<file path="src/rtl/qcw_ramp_sequencer.sv">
// Burst sequencer in front of qcw_driver: starts a burst, ramps the phase code, drains, holds off.
// Define QCW_RAMP_OCD_EN to let the ocd input abort a burst into FAULT.
module qcw_ramp_sequencer #(
    parameter int unsigned PHASE_MIN      = 50,
    parameter int unsigned PHASE_MAX      = 254,
    parameter int unsigned ACCEPT_TIMEOUT = 1024
) (
    input  logic        clk,
    input  logic        rst,
    input  logic        trigger,
    input  logic [7:0]  ramp_start,
    input  logic [7:0]  ramp_end,
    input  logic [7:0]  ramp_step_cycles,
    input  logic [15:0] pulse_cycles,
    input  logic [23:0] holdoff_clks,
    input  logic        drv_ready,
    input  logic        drv_cycle_finished,
    input  logic        ocd,
    output logic        drv_start,
    output logic        drv_halt,
    output logic [7:0]  drv_phase_shift,
    output logic [15:0] drv_cycle_limit,
    output logic        busy,
    output logic        fault
);
    localparam int unsigned PW = 8;
    localparam int unsigned CW = 16;
    localparam int unsigned HW = 24;
    localparam int unsigned TW = $clog2(ACCEPT_TIMEOUT + 1);

    typedef enum logic [2:0] {
        S_IDLE, S_ARM, S_ACCEPT, S_RUN, S_DRAIN, S_HOLDOFF, S_FAULT
    } state_e;

    state_e          state_q, state_d;
    logic            trig_prev_q, trig_prev_d;
    logic [PW-1:0]   phase_q, phase_d;
    logic [PW-1:0]   end_q, end_d;
    logic [PW-1:0]   step_cfg_q, step_cfg_d;
    logic [CW-1:0]   limit_q, limit_d;
    logic [HW-1:0]   hold_cfg_q, hold_cfg_d;
    logic [CW-1:0]   burst_q, burst_d;
    logic [PW-1:0]   step_q, step_d;
    logic [HW-1:0]   hold_q, hold_d;
    logic [TW-1:0]   tmo_q, tmo_d;
    logic            drv_start_q, drv_start_d;
    logic            drv_halt_q, drv_halt_d;
    logic            busy_q, busy_d;
    logic            fault_q, fault_d;

    logic            trig_rise_c;
    logic            trig_fall_c;
    logic [CW-1:0]   burst_n_c;
    logic [PW-1:0]   step_n_c;
    logic            burst_end_c;

    function automatic logic [PW-1:0] clamp_phase(input logic [PW-1:0] x);
        if (32'(x) < 32'(PHASE_MIN)) return PW'(PHASE_MIN);
        if (32'(x) > 32'(PHASE_MAX)) return PW'(PHASE_MAX);
        return x;
    endfunction

    assign trig_rise_c = trigger & ~trig_prev_q;
    assign trig_fall_c = ~trigger & trig_prev_q;
    assign burst_n_c   = burst_q + CW'(1);
    assign step_n_c    = step_q + PW'(1);
    assign burst_end_c = drv_cycle_finished && (burst_n_c == limit_q);

    // Next-state and next-output logic
    always_comb begin
        state_d     = state_q;
        trig_prev_d = trigger;
        phase_d     = phase_q;
        end_d       = end_q;
        step_cfg_d  = step_cfg_q;
        limit_d     = limit_q;
        hold_cfg_d  = hold_cfg_q;
        burst_d     = burst_q;
        step_d      = step_q;
        hold_d      = hold_q;
        tmo_d       = tmo_q;
        drv_start_d = 1'b0;
        drv_halt_d  = 1'b0;
        fault_d     = fault_q;

        case (state_q)
            S_IDLE: begin
                if (trig_rise_c && drv_ready) begin
                    phase_d    = clamp_phase(ramp_start);
                    end_d      = clamp_phase(ramp_end);
                    step_cfg_d = (ramp_step_cycles == PW'(0)) ? PW'(1) : ramp_step_cycles;
                    limit_d    = pulse_cycles;
                    hold_cfg_d = holdoff_clks;
                    state_d    = S_ARM;
                end
            end
            S_ARM: begin
                drv_start_d = 1'b1;
                tmo_d       = '0;
                state_d     = S_ACCEPT;
            end
            S_ACCEPT: begin
                if (!drv_ready) begin
                    burst_d = '0;
                    step_d  = '0;
                    state_d = S_RUN;
                end else if (tmo_q == TW'(ACCEPT_TIMEOUT - 1)) begin
                    drv_halt_d = 1'b1;
                    fault_d    = 1'b1;
                    state_d    = S_FAULT;
                end else begin
                    tmo_d = tmo_q + TW'(1);
                end
            end
            S_RUN: begin
                // A finishing burst wins over both a ramp step and an early stop.
                if (burst_end_c) begin
                    burst_d = burst_n_c;
                    state_d = S_DRAIN;
                end else begin
                    if (drv_cycle_finished) begin
                        burst_d = burst_n_c;
                        if (step_n_c == step_cfg_q) begin
                            step_d = '0;
                            if (phase_q < end_q)      phase_d = phase_q + PW'(1);
                            else if (phase_q > end_q) phase_d = phase_q - PW'(1);
                        end else begin
                            step_d = step_n_c;
                        end
                    end
                    if (trig_fall_c) begin
                        drv_halt_d = 1'b1;
                        state_d    = S_DRAIN;
                    end
                end
            end
            S_DRAIN: begin
                if (drv_ready) begin
                    hold_d  = hold_cfg_q;
                    state_d = S_HOLDOFF;
                end
            end
            S_HOLDOFF: begin
                if (hold_q == HW'(0)) state_d = S_IDLE;
                else                  hold_d  = hold_q - HW'(1);
            end
            S_FAULT: begin
                if (!trigger && drv_ready) begin
                    fault_d = 1'b0;
                    state_d = S_IDLE;
                end
            end
            default: state_d = S_IDLE;
        endcase

`ifdef QCW_RAMP_OCD_EN
        if (ocd && (state_q == S_ARM || state_q == S_ACCEPT || state_q == S_RUN)) begin
            drv_start_d = 1'b0;
            drv_halt_d  = 1'b1;
            fault_d     = 1'b1;
            state_d     = S_FAULT;
        end
`endif

        busy_d = (state_d != S_IDLE);
    end

`ifndef QCW_RAMP_OCD_EN
    logic ocd_unused;
    assign ocd_unused = ocd;
`endif

    always_ff @(posedge clk or posedge rst) begin
        if (rst) begin
            state_q     <= S_IDLE;
            trig_prev_q <= 1'b1;
            phase_q     <= PW'(PHASE_MIN);
            end_q       <= PW'(PHASE_MIN);
            step_cfg_q  <= PW'(1);
            limit_q     <= '0;
            hold_cfg_q  <= '0;
            burst_q     <= '0;
            step_q      <= '0;
            hold_q      <= '0;
            tmo_q       <= '0;
            drv_start_q <= 1'b0;
            drv_halt_q  <= 1'b0;
            busy_q      <= 1'b0;
            fault_q     <= 1'b0;
        end else begin
            state_q     <= state_d;
            trig_prev_q <= trig_prev_d;
            phase_q     <= phase_d;
            end_q       <= end_d;
            step_cfg_q  <= step_cfg_d;
            limit_q     <= limit_d;
            hold_cfg_q  <= hold_cfg_d;
            burst_q     <= burst_d;
            step_q      <= step_d;
            hold_q      <= hold_d;
            tmo_q       <= tmo_d;
            drv_start_q <= drv_start_d;
            drv_halt_q  <= drv_halt_d;
            busy_q      <= busy_d;
            fault_q     <= fault_d;
        end
    end

    assign drv_start       = drv_start_q;
    assign drv_halt        = drv_halt_q;
    assign drv_phase_shift = phase_q;
    assign drv_cycle_limit = limit_q;
    assign busy            = busy_q;
    assign fault           = fault_q;

endmodule

</file>
<file path="config.mk">
export PLATFORM = sky130hd
export DESIGN_NAME = qcw_ramp_sequencer
export DESIGN_NICKNAME = d
export VERILOG_FILES = /design/src/rtl/qcw_ramp_sequencer.sv
export SDC_FILE = /design/constraint.sdc
export NUM_CORES = 1
export LEC_CHECK = 0
export ABC_AREA = 1
export BUFFER_PORTS_ARGS = -buffer_cell sky130_fd_sc_hd__buf_2
export CAP_MARGIN = 20
export CORE_ASPECT_RATIO = 0.75
export CORE_MARGIN = 2
export CORE_UTILIZATION = 50
export CTS_CLUSTER_DIAMETER = 150
export DETAILED_ROUTE_END_ITERATION = 10
export PLACE_DENSITY = 0.72
export SLEW_MARGIN = 20
export SYNTH_ARGS = -nofsm -noshare
export SYNTH_HDL_FRONTEND = slang
export SYNTH_SLANG_ARGS = --single-unit
</file>
<file path="constraint.sdc">
create_clock -name clk -period 10.7 [get_ports clk]
set_input_delay 0.535 -clock clk [delete_from_list [all_inputs] [get_ports clk]]
set_output_delay 0.535 -clock clk [all_outputs]
set_load 0.05 [all_outputs]
</file>
; After elaboration in Yosys (flattened, before gate mapping)
; Index checks and enable logic that the tools add are counted.
[op_classes]
muxes = 64
reduce_logical = 20
n_eq_ne = 22
magnitude_cmp = 6
bitwise_logic = 4
add_sub_neg = 6
[ops]
columns = op, count
row1 = two-way mux 8 bit, 19
row2 = two-way mux 16 bit, 3
row3 = two-way mux 24 bit, 2
row4 = case mux 24 bit (2 select lines), 1
row5 = case mux 16 bit (2 select lines), 1
row6 = case mux 8 bit (2 select lines), 2
row7 = zero test 24 bit, 1
row8 = two-way mux 3 bit, 8
row9 = subtractor 24 x 1 -> 24 bit (second input constant), 1
row10 = two-way mux 1 bit, 22
row11 = two-way mux 11 bit, 2
row12 = inequality test 2 bit (second input constant), 11
row13 = case mux 11 bit (2 select lines), 1
row14 = case mux 3 bit (7 select lines), 1
row15 = adder 16 x 1 -> 16 bit (second input constant), 1
row16 = adder 8 x 1 -> 8 bit (second input constant), 2
row17 = == test 16 bit, 1
row18 = > comparator 8 bit (second input constant), 2
row19 = less-than comparator 8 x 6 -> 1 bit (second input constant), 2
row20 = adder 11 x 1 -> 11 bit (second input constant), 1
row21 = == test 11 x 10 -> 1 bit (second input constant), 1
row22 = nonzero test 2 bit, 5
row23 = == test 3 bit (second input constant), 3
row24 = AND reduction 3 bit, 3
row25 = other kinds (18), 26
[totals]
word_cells = 137
regBits = 131

; Logic depth before layout (Yosys ltp)
; Gate-level depths: netlist of run 1.
[depth]
depth_word = 12
ltp_mapped = 19
mapped_depth_nobuf = 18

; Worst setup path after synthesis of run 1
; OpenSTA, ideal clock, no wires.
[synth_path]
kind = reg2reg
from = register phase_q[5], in the netlist drv_phase_shift[5]
to = register phase_q[6], in the netlist drv_phase_shift[6]
path_stages_with_launch = 16
path_buffers = 0
setup_slack_ns = 7.660
t_arrival_ns = 2.920
required_time_ns = 10.580
setup_ns = 0.120
path_cell_list = dfstp_2 > ha_1 > a21oi_1 > nor2_1 > a211oi_1 > nand2_1 > ha_1 > a21oi_1 > nand2_1 > a21oi_1 > o21bai_1 > or2_2 > nand3_1 > o21ai_0 > nand3_1 > nand2_1
[synth_between]
elab_chain_len = 7
[synth_rtl]
columns = element, line
row1 = from (decl), 37  ; logic [PW-1:0] phase_q, phase_d;
row2 = from (signal assigned), 177  ; phase_q <= PW'(PHASE_MIN);
row3 = from (signal assigned), 193  ; phase_q <= phase_d;
row4 = subtractor 8 x 1 -> 8 bit, 126  ; else if (phase_q > end_q) phase_d = phase_q - PW'(1);
row5 = two-way mux 8 bit, 126
row6 = two-way mux 8 bit, 125  ; if (phase_q < end_q) phase_d = phase_q + PW'(1);
row7 = two-way mux 8 bit, 123  ; if (step_n_c == step_cfg_q) begin
row8 = two-way mux 8 bit, 121  ; if (drv_cycle_finished) begin
row9 = two-way mux 8 bit, 117  ; if (burst_end_c) begin
row10 = case mux 8 bit (2 select lines), 86  ; case (state_q)
; Parallel ways exist; a longest one is shown, timed or not. The select of a mux whose other input is x is not followed.
; A chain may end at the register's enable or synchronous reset.

; Worst setup path in the final report of run 1
[layout_path]
from = register end_q[5]
to = register phase_q[6], in the netlist drv_phase_shift[6]
[layout_between]
elab_chain_len = 6
[layout_rtl]
columns = element, line
row1 = from (decl), 38  ; logic [PW-1:0] end_q, end_d;
row2 = from (signal assigned), 178  ; end_q <= PW'(PHASE_MIN);
row3 = from (signal assigned), 194  ; end_q <= end_d;
row4 = less-than comparator 8 bit, 125
row5 = two-way mux 8 bit, 125
row6 = two-way mux 8 bit, 123
row7 = two-way mux 8 bit, 121
row8 = two-way mux 8 bit, 117
row9 = case mux 8 bit (2 select lines), 86
; Parallel ways exist; a longest one is shown, timed or not. The select of a mux whose other input is x is not followed.

==> results of run 1 <==
final cells by class:
| type | instances | area (um2) |
|---|---|---|
| Sequential cell | 131 | 3288 |
| Inverter | 129 | 486.7 |
| Timing Repair Buffer | 103 | 533.0 |
| Multi-Input combinational cell | 728 | 3671 |
| Clock inverter | 10 | 108.9 |
| Fill cell | 1345 | 5794 |
| Tap cell | 200 | 250.2 |
| Clock buffer | 22 | 464.2 |
worst max-delay path: stages, from the launching register on:
cell	delay, ns
dfstp_2	0.51
inv_1	0.04
ha_1	0.29
a21oi_1	0.16
nor2_1	0.06
a211oi_1	0.23
nand2_1	0.30
ha_1	0.42
a21oi_1	0.16
nand2_1	0.10
a21oi_1	0.14
o21bai_1	0.09
or2_2	0.27
nand3_1	0.07
o21ai_0	0.08
nand3_1	0.08
nand2_1	0.05
metal layers:
layer | vias up | GRT usage (%) | share of wire (%)
li1 | 3500 | - | -
met1 | 3179 | 32.98 | 51
met2 | 193 | 35.34 | 43
met3 | 26 | 4.815 | 5.1
met4 | 0 | 7.703 | 1.4
met5 | - | 0 | 0
cells by family after synthesis:
logic type	Yosys count
simple gates	531
compound gates	156
mux	1
flops	131
fa+ha+maj	19
buf+inv	152
xor+xnor	21
worst paths after layout:
check,end,slack (ns),cells past startpoint
worst min-delay path,hold_cfg_q[1],0.17,2
max in group asynchronous,tmo_q[1],8.95,4
worst min register to register,hold_cfg_q[15],0.47,2
min in group clk,trig_prev_q,0.25,1
worst max register to register,drv_phase_shift[6],7.53,16
worst max-delay path,drv_phase_shift[6],7.53,16
power breakdown:
group / total [mW] / leakage [nW] / internal [mW] / switching [mW]
clock: 0.562 / 0.280 / 0.353 / 0.209
combinational: 1.01 / 2.52 / 0.340 / 0.674
sequential: 0.824 / 1.66 / 0.677 / 0.146
total: 2.40 / 4.46 / 1.37 / 1.03
flip-flops by register name (all words and copies together), names as in the netlist:
register	cells
step_cfg_q	8
drv_halt	1
busy	1
drv_cycle_limit	16
hold_cfg_q	24
drv_start	1
end_q	8
state_q	3
step_q	8
hold_q	24
burst_q	16
tmo_q	11
drv_phase_shift	8
fault	1
trig_prev_q	1
cell usage in the layout (no fill, tap or decap), drive strengths merged, types with 2 or more instances in the layout:
master    count
a211oi        2
a21oi        31
a22o          2
a31oi         8
buf         103
bufinv        2
clkbuf       22
clkinv        7
clkinvlp      2
dfrtp       123
dfstp         8
ha           18
inv         128
nand2       304
nand3        83
nand3b        3
nand4        17
nor2         96
nor3         14
nor3b         3
nor4          3
o211ai        5
o21ai        77
o221ai        2
o22ai        17
o41ai         2
or2           8
xnor2         7
xor2         13
per-stage QoR:
stage / utilization (%) / hold slack, ns / area, um2 / cells
2_1_floorplan: - / 0.4414 / 7533 / 1011
3_3_place_gp: 56.38 / 0.4606 / 8229 / 1291
3_5_place_dp: 56.38 / 0.4638 / 8229 / 1291
4_1_cts: 60.30 / 0.1775 / 8802 / 1323
5_1_grt: 60.30 / 0.2053 / 8802 / 1323
6_report: 60.30 / 0.1680 / 8802 / 1323
==> reports/results.ini, run 1 <==
[layout]
drive_above_1_share_pct=16.03
nNetsFinal=1199
antennaDiodeCount=0
area_growth_pct=16.84

[floorplanning]
die_area_mm2=0.01607
coreArea_mm2=0.01460
rows=38
pin_count=98
initial_core_util_pct=51.61
die_h_um=110.3
die_w_um=145.7

[pwr]
finalPower_mw=2.399
powerDensity_mw_per_mm2=272.6
leakage_nw=4.460
vdd_drop_max_mv=0.2168

[timing]
maxSlewHeadroom_pct=46.59
clock.fmax_ghz=0.3159
fin_ws_ns=7.534
min_period_over_period_pct=29.59
tns_ns=0
clock_skew_ns=0.01205
period_minus_slack_ns=3.166
slew_violations=0
grt_setup_unrepaired=false
worst_slew_pin_slew_ns=0.7928
setup_viol=0
hold_violations=0

[synthesis]
synth_top_area_share_pct=40.86
synth_top_flop_cell=dfrtp_1
yosysWarnings=0
yosys.area_share.simple_pct=30.38
yosys-top-cells-count=nand2_1, inv_1, dfrtp_1, nor2_1, nand3_1
synth_fa_ha_area_share_pct=3.255
synth_most_common_cell=nand2_1
ys_seq_area_share_pct=43.65
synth_compound_area_share_pct=12.16
yosys.area.top_type=dfrtp_1
synth_top_family_by_area=simple AND/OR/NAND/NOR gates
synth.area.top_cells=dfrtp_1, nand2_1, inv_1
synth_xor_area_share_pct=2.624
synth_cell_types=52
syn_area_mm2=0.007533
synthMuxAreaShare_pct=0.1329
syn-num-nets=1100
async_flop_share_pct=100.0
postSynthCellCount=1011
syn_avg_cell_area_um2=7.452
ys_ff_latch=131
synth_edf_count=0

[critical_path]
end_kind=flop
r2r-start=end_q[5]
cp_data_arrival_time_ns=3.47
cp-start-kind=flop
crit_start=end_q[5]
cp_max_fo=9
worstPathRequired_ns=11.01
path_class=flop to flop

[global_route]
grt_pass1_wl_um=29900
grt_usage_pct=23.08
grt_pass1_vias=6432
gr-total-overflow=0
antenna_found_initial=0
grt_max_degree=49

[placed_design]
port_buffers=96
gp_congestion=0.8794
hpwl_um=12450
dp_slack_ns=7.532

[detailed_routing]
ant_nets=0
wl_um=17500
drt_iter0_markers=418
firstDrtPassIters=5
viasPerCell=5.214
wire_per_inst_um=13.23
route.detailed.drc=0
vias=6898

[clock_network]
clk_pin_slew_ns=0.06
clkLatencyLatePin_ns=0.42
root_buffer=clkbuf_16
hold_buffers=0
post_cts_buffers=0
clock_sinks=131
cts_buffers=17
cts_tree=yes
clock_path_buffers=2
htreeDepth=4
ctsResizeCount=0

[flow_run]
cap_viol_max_count=0

[outcome]
status=complete, no violations

[min_path]
hp-class=input pin to async pin

Note: power is estimated with default switching activity, not from simulation.
==> run 2, diff against run 1 <==
--- a/config.mk
+++ b/config.mk
@@ -13,7 +13,7 @@
 export CORE_UTILIZATION = 50
 export CTS_CLUSTER_DIAMETER = 150
 export DETAILED_ROUTE_END_ITERATION = 10
-export PLACE_DENSITY = 0.72
+export PLACE_DENSITY = 0.74
 export SLEW_MARGIN = 20
 export SYNTH_ARGS = -nofsm -noshare
 export SYNTH_HDL_FRONTEND = slang
==> constraint.sdc (replaced) <==
create_clock -name clk -period 2.8 [get_ports clk]
set_input_delay 0.14 -clock clk [delete_from_list [all_inputs] [get_ports clk]]
set_output_delay 0.14 -clock clk [all_outputs]
set_load 0.05 [all_outputs]
==> run 2 against run 1 <==
Effect of this change:
- the run now ends with negative setup slack left
- sequential cell count unchanged
- clock power rose to 4.4 times the previous value
- total power rose to 4.2 times the previous value
- global-route usage up 1.5 points
- critical path type unchanged
- critical endpoint is now drv_phase_shift[7]
- largest power group unchanged
==> reports/results.ini, run 2 (same netlist as run 1, synthesis figures left out) <==
[placed_design]
postPlaceCellArea_mm2=0.008382  ; was 0.008229 mm2
gp_congestion=0.8744  ; was 0.8794
dp_slack_ns=-0.03922  ; was 7.532 ns
port_buffers=96  ; unchanged
hpwl_um=12510  ; was 12450 um

[pwr]
swShare_pct=41.73  ; was 42.90%
p_seq_share_pct=31.1  ; was 34.3%
vdd_drop_max_mv=0.9535  ; was 0.2168 mV
p_comb_share_pct=44.3  ; was 42.2%
p_int_mw=5.891  ; was 1.370 mW
powerDensity_mw_per_mm2=1051  ; was 272.6 mW/mm2
clock_power_share_pct=24.6  ; was 23.4%
p_sw_mw=4.218  ; was 1.029 mW
finalPower_mw=10.11  ; was 2.399 mW
leakage_nw=4.777  ; was 4.460 nW

[clock_network]
htreeDepth=4  ; unchanged
clock_path_buffers=2  ; unchanged
cts_buffers=17  ; unchanged
clock_sinks=131  ; unchanged
clk_pin_slew_ns=0.06  ; about the same
root_buffer=clkbuf_16  ; unchanged
cts_tree=yes  ; unchanged
clkLatencyLatePin_ns=0.42  ; about the same

[timing]
period_minus_slack_ns=2.814  ; was 3.166 ns
hold_violations=0  ; unchanged
min_period_over_period_pct=100.5  ; was 29.59%
setup_viol=2  ; was 0
fin_ws_ns=-0.01429  ; was 7.534 ns
clock.fmax_ghz=0.3553  ; was 0.3159 GHz
slew_violations=0  ; unchanged
maxSlewHeadroom_pct=48.37  ; was 46.59%
worst_slew_pin_slew_ns=0.7744  ; was 0.7928 ns
clock_skew_ns=0.01370  ; was 0.01205 ns
grt_setup_unrepaired=true  ; was false

[floorplanning]
die_w_um=145.7  ; unchanged
die_area_mm2=0.01607  ; unchanged
pin_count=98  ; unchanged
coreArea_mm2=0.01460  ; unchanged
initial_core_util_pct=51.61  ; unchanged
rows=38  ; unchanged
die_h_um=110.3  ; unchanged

[layout]
area_growth_pct=27.67  ; was 16.84%
antennaDiodeCount=0  ; unchanged
final_area_mm2=0.009618  ; was 0.008802 mm2
final_util_pct=65.89  ; was 60.30%
top_regs=hold_cfg_q x24, hold_q x24  ; unchanged
final_common_cell=nand2_1  ; unchanged
layout_common_cells=nand2_1, inv_1, dfrtp_1  ; unchanged
nNetsFinal=1263  ; was 1199
drive_above_1_share_pct=17.86  ; was 16.03%
n_fill_cell=1213  ; was 1345

[detailed_routing]
vias=7195  ; was 6898
firstDrtPassIters=5  ; unchanged
drt_iter0_markers=558  ; was 418
wire_per_inst_um=13.71  ; was 13.23 um
route.detailed.drc=0  ; unchanged
wl_um=19010  ; was 17500 um
ant_nets=0  ; unchanged
viasPerCell=5.187  ; was 5.214

[global_route]
gr-total-overflow=0  ; unchanged
antenna_found_initial=0  ; unchanged
grt_pass1_wl_um=32090  ; was 29900 um
grt_pass1_vias=6743  ; was 6432
grt_usage_pct=24.58  ; was 23.08%
grt_max_degree=132  ; was 49

[min_path]
hp-class=input pin to flop  ; was input pin to async pin

[critical_path]
cp-start-kind=flop  ; unchanged
path_class=flop to flop  ; unchanged
end_kind=flop  ; unchanged
cp_data_arrival_time_ns=3.17  ; was 3.47 ns
cp_max_fo=7  ; was 9
worstPathRequired_ns=3.15  ; was 11.01 ns

[outcome]
status=finished, violations left  ; was complete, no violations
violations=negative setup slack

[flow_run]
cap_viol_max_count=0  ; unchanged

## run 2: cell types whose count changed in the layout (fill, tap and decap cells not counted), moves of 3 or more
cell / before / now
clkbuf_1: 3 / 0
buf_4: 7 / 18
a21oi_2: 0 / 3
bufinv_16: 2 / 5
ha_4: 0 / 5
ha_1: 18 / 13
a21oi_1: 31 / 28
dlygate4sd3_1: 0 / 51
## run 2: power by group through the flow
stage	Clock [mW]	Sequential (mW)	Combinational, mW
after floorplan	0	3.70	2.61
after global placement	0	3.14	4.06
after detailed placement	0	3.15	4.15
after CTS	2.51	3.14	4.28
after global routing	2.59	3.23	4.99
final	2.48	3.15	4.48
## run 2: worst max-delay path, stage by stage (launching register included)
cell and delay, ns:
dfstp_4 0.62, ha_4 0.20, a21oi_2 0.11, nor2_1 0.06
a211oi_2 0.20, nand2_2 0.21, buf_4 0.19, buf_6 0.12
ha_4 0.22, a21oi_1 0.17, o21ai_1 0.09, a21oi_1 0.16
a21oi_1 0.05, nand3b_1 0.15, nand2_1 0.06, nand3_1 0.06
nand2_1 0.07
## run 2: routing by layer
| metal | global-route usage, % | share of wire (%) | wire, um |
|---|---|---|---|
| met5 | 0 | 0 | 0 |
| met4 | 7.633 | 1.5 | 282 |
| met3 | 4.486 | 5.1 | 974 |
| met2 | 38.65 | 44 | 8315 |
| met1 | 34.97 | 50 | 9437 |
## run 2: path summary, 6_finish.rpt
| kind | from | to | slack (ns) | cells after the start |
|---|---|---|---|---|
| min in group asynchronous | rst | hold_q[14] | 0.42 | 4 |
| setup / recovery | drv_phase_shift[5] | drv_phase_shift[7] | -0.01 | 16 |
| hold reg to reg | hold_cfg_q[14] | hold_cfg_q[14] | 0.48 | 2 |
| hold / removal | ramp_end[6] | end_q[6] | 0.02 | 3 |
| setup reg to reg | drv_phase_shift[5] | drv_phase_shift[7] | -0.01 | 16 |
| max in group asynchronous | rst | state_q[2] | 1.74 | 4 |
## run 2: repair_timing
item,CTS,global route
hold buffers,51,0
setup buffers,1,3
pin swaps,5,1
gates resized for setup,2,5
setup endpoints to repair,3,3
endpoints found under the hold margin,158,0
## run 2: metrics by stage
stage	instances	TNS (ns)	hold slack, ns
after floorplan	1011	-0.03350	0.1445
after global placement	1300	0	0.2709
after detailed placement	1300	-0.03922	0.2753
after CTS	1384	0	0.001089
after global routing	1387	-0.4811	0.01663
final	1387	-0.02591	0.02221
## run 2: layout make-up
| cell class | instances | area [um2] | area share [%] |
|---|---|---|---|
| Clock inverter | 13 | 206.4 | 2.146 |
| Inverter | 129 | 488.0 | 5.074 |
| Clock buffer | 19 | 452.9 | 4.709 |
| Tap cell | 200 | 250.2 | 2.602 |
| Sequential cell | 131 | 3293 | 34.24 |
| Timing Repair Buffer | 167 | 1157 | 12.03 |
| Multi-Input combinational cell | 728 | 3770 | 39.20 |
==> run 3, diff against run 2 <==
==> constraint.sdc (replaced) <==
create_clock -name clk -period 2.8 [get_ports clk]
set_input_delay 0.56 -clock clk [delete_from_list [all_inputs] [get_ports clk]]
set_output_delay 0.56 -clock clk [all_outputs]
set_load 0.05 [all_outputs]
==> run 3 against run 2 <==
Effect of this change:
- sequential share of layout area is 1.8 points higher
- sequential power hardly changed
- critical endpoint is now drv_phase_shift[6]
- clock power is 5% lower
- total power is 1.0% lower
- combinational power hardly changed
- non-clock buffer count is 48 lower
- count of clock-buffer cells in the layout is 1 higher
- the flow now finishes without violations
- hold slack better by 0.13 ns
- clock skew is 0.0027 ns lower
==> reports/results.ini, run 3 (same netlist as run 1, synthesis figures left out) <==
[critical_path]
crit_slowest_cell=dfstp_4  ; unchanged
worstPathRequired_ns=3.10  ; was 3.15 ns
cp-start-kind=flop  ; unchanged
worst-path-buf-inv=0  ; was 2
cpLargestDelayFamily=simple AND/OR/NAND/NOR gates  ; was compound AO/OA/AOI/OAI gates
cp_slowest_stage_delay_ns=0.62  ; about the same
path_class=flop to flop  ; unchanged
cp_max_fo=7  ; unchanged
cp_data_arrival_time_ns=3.07  ; was 3.17 ns
end_kind=flop  ; unchanged
path_cells=ha_4, a21oi_2, nor2_1, a211oi_2, nand2_4, fa_2, nand3_2, nand2_2, a21oi_2, o21bai_1, or2_4, nand3_2, o21ai_1, nand3_1, nand2_1  ; was ha_4, a21oi_2, nor2_1, a211oi_2, nand2_2, buf_4, buf_6, ha_4, a21oi_1, o21ai_1, a21oi_1, a21oi_1, nand3b_1, nand2_1, nand3_1, nand2_1

[floorplanning]
initial_core_util_pct=51.61  ; unchanged
die_w_um=145.7  ; unchanged
die_area_mm2=0.01607  ; unchanged
die_h_um=110.3  ; unchanged
rows=38  ; unchanged
pin_count=98  ; unchanged
coreArea_mm2=0.01460  ; unchanged

[timing]
grt_setup_unrepaired=true  ; unchanged
setup_viol=0  ; was 2
holdWs_ns=0.1536  ; was 0.02221 ns
min_period_over_period_pct=98.86  ; was 100.5%
period_minus_slack_ns=2.768  ; was 2.814 ns
worst_slew_pin_slew_ns=0.8154  ; was 0.7744 ns
maxSlewHeadroom_pct=45.64  ; was 48.37%
clock_skew_ns=0.01103  ; was 0.01370 ns
slew_violations=0  ; unchanged
hold_violations=0  ; unchanged
tns_ns=0  ; was -0.02591 ns
clock.fmax_ghz=0.3613  ; was 0.3553 GHz

[layout]
drive_above_1_share_pct=19.14  ; was 17.86%
n_fill_cell=1286  ; was 1213
area_growth_pct=21.13  ; was 27.67%
top_regs=hold_cfg_q x24, hold_q x24  ; unchanged
layout_common_cells=nand2_1, inv_1, dfrtp_1  ; unchanged
final_util_pct=62.52  ; was 65.89%
antennaDiodeCount=0  ; unchanged
nNetsFinal=1215  ; was 1263
final_common_cell=nand2_1  ; unchanged

[global_route]
grt_pass1_wl_um=31170  ; was 32090 um
grt_pass1_vias=6616  ; was 6743
grt_max_degree=65  ; was 132
antenna_found_initial=0  ; unchanged
grt_usage_pct=23.87  ; was 24.58%
gr-total-overflow=0  ; unchanged

[placed_design]
hpwl_um=13110  ; was 12510 um
port_buffers=96  ; unchanged
gp_congestion=0.8658  ; was 0.8744

[detailed_routing]
wire_per_inst_um=13.66  ; was 13.71 um
drt_iter0_markers=480  ; was 558
route.detailed.drc=0  ; unchanged
firstDrtPassIters=5  ; unchanged
vias=7018  ; was 7195
viasPerCell=5.241  ; was 5.187
wl_um=18290  ; was 19010 um
ant_nets=0  ; unchanged

[pwr]
leakage_nw=4.557  ; was 4.777 nW
vdd_drop_max_mv=0.8596  ; was 0.9535 mV
powerDensity_mw_per_mm2=1097  ; was 1051 mW/mm2

[clock_network]
htreeDepth=4  ; unchanged
clk_pin_slew_ns=0.06  ; about the same
clock_sinks=131  ; unchanged
hold_buffers=0  ; was 51
cts_buffers=17  ; unchanged
clock_path_buffers=2  ; unchanged
cts_tree=yes  ; unchanged
clkLatencyLatePin_ns=0.41  ; was 0.42 ns
root_buffer=clkbuf_16  ; unchanged

[flow_run]
cap_viol_max_count=0  ; unchanged

[min_path]
hp-class=input pin to async pin  ; was input pin to flop

[outcome]
status=complete, no violations  ; was finished, violations left

==> run 3: cell count changes in the layout (fill, tap and decap cells not counted), moves of 2 or more <==
| cell | change |
|---|---|
| clkinv_2 | -2 |
| clkinvlp_4 | +2 |
| clkbuf_1 | +2 |
| buf_4 | +3 |
| dlygate4sd3_1 | -51 |
| nand2_1 | -2 |
| a21oi_2 | +2 |
| a21oi_1 | -2 |
==> run 3: cell type report <==
type | instances | area [um2] | share of cell area [%]
clock buffer | 20 | 446.7 | 4.895
clock inverter | 12 | 181.4 | 1.988
inverter | 129 | 488.0 | 5.348
multi-input combinational | 728 | 3787 | 41.51
sequential | 131 | 3293 | 36.09
tap | 200 | 250.2 | 2.742
timing repair buffer | 119 | 678.2 | 7.432
==> run 3: routing by layer <==
metal | vias to the layer above | track usage [%] | routed length, um
met5 | - | 0 | 0
met3 | 18 | 4.403 | 820
met2 | 159 | 36.62 | 7910
met1 | 3303 | 35.29 | 9377
met4 | 0 | 5.672 | 183
li1 | 3538 | - | -
==> run 3: timing repair <==
action / in CTS / in global routing
gates resized for setup: 0 / 12
pin swaps: 3 / 16
setup buffers: 2 / 3
gates cloned: 0 / 0
endpoints found under the setup margin: 3 / 3
hold endpoints to repair: 0 / 0
==> run 3: path summary, 6_finish.rpt <==
kind / startpoint / to / slack [ns] / cells past startpoint
setup reg to reg: drv_phase_shift[5] / drv_phase_shift[6] / 0.03 / 15
hold / removal: rst / drv_cycle_limit[2] / 0.15 / 2
max in group asynchronous: rst / step_cfg_q[0] / 1.92 / 3
hold reg to reg: hold_cfg_q[13] / hold_cfg_q[13] / 0.47 / 2
min in group clk: trigger / trig_prev_q / 0.28 / 1
setup / recovery: drv_phase_shift[5] / drv_phase_shift[6] / 0.03 / 15
==> run 3: power by group <==
group | internal (mW) | switching [mW]
Combinational | 1.69 | 2.81
Sequential | 2.59 | 0.553
Clock | 1.52 | 0.842
Total | 5.80 | 4.21
==> run 3: per-stage QoR <==
step           cell area, um2  worst slack [ns]  std cells  total power, mW
4_1_cts                  9052         -0.004666       1336            9.793
6_report                 9125           0.03186       1339            10.01
3_5_place_dp             8409          -0.02644       1302            7.365
3_3_place_gp             8409          0.001900       1302            7.231
2_1_floorplan            7609          -0.03350       1011            6.308
5_1_grt                  9125           -0.1459       1339            10.76
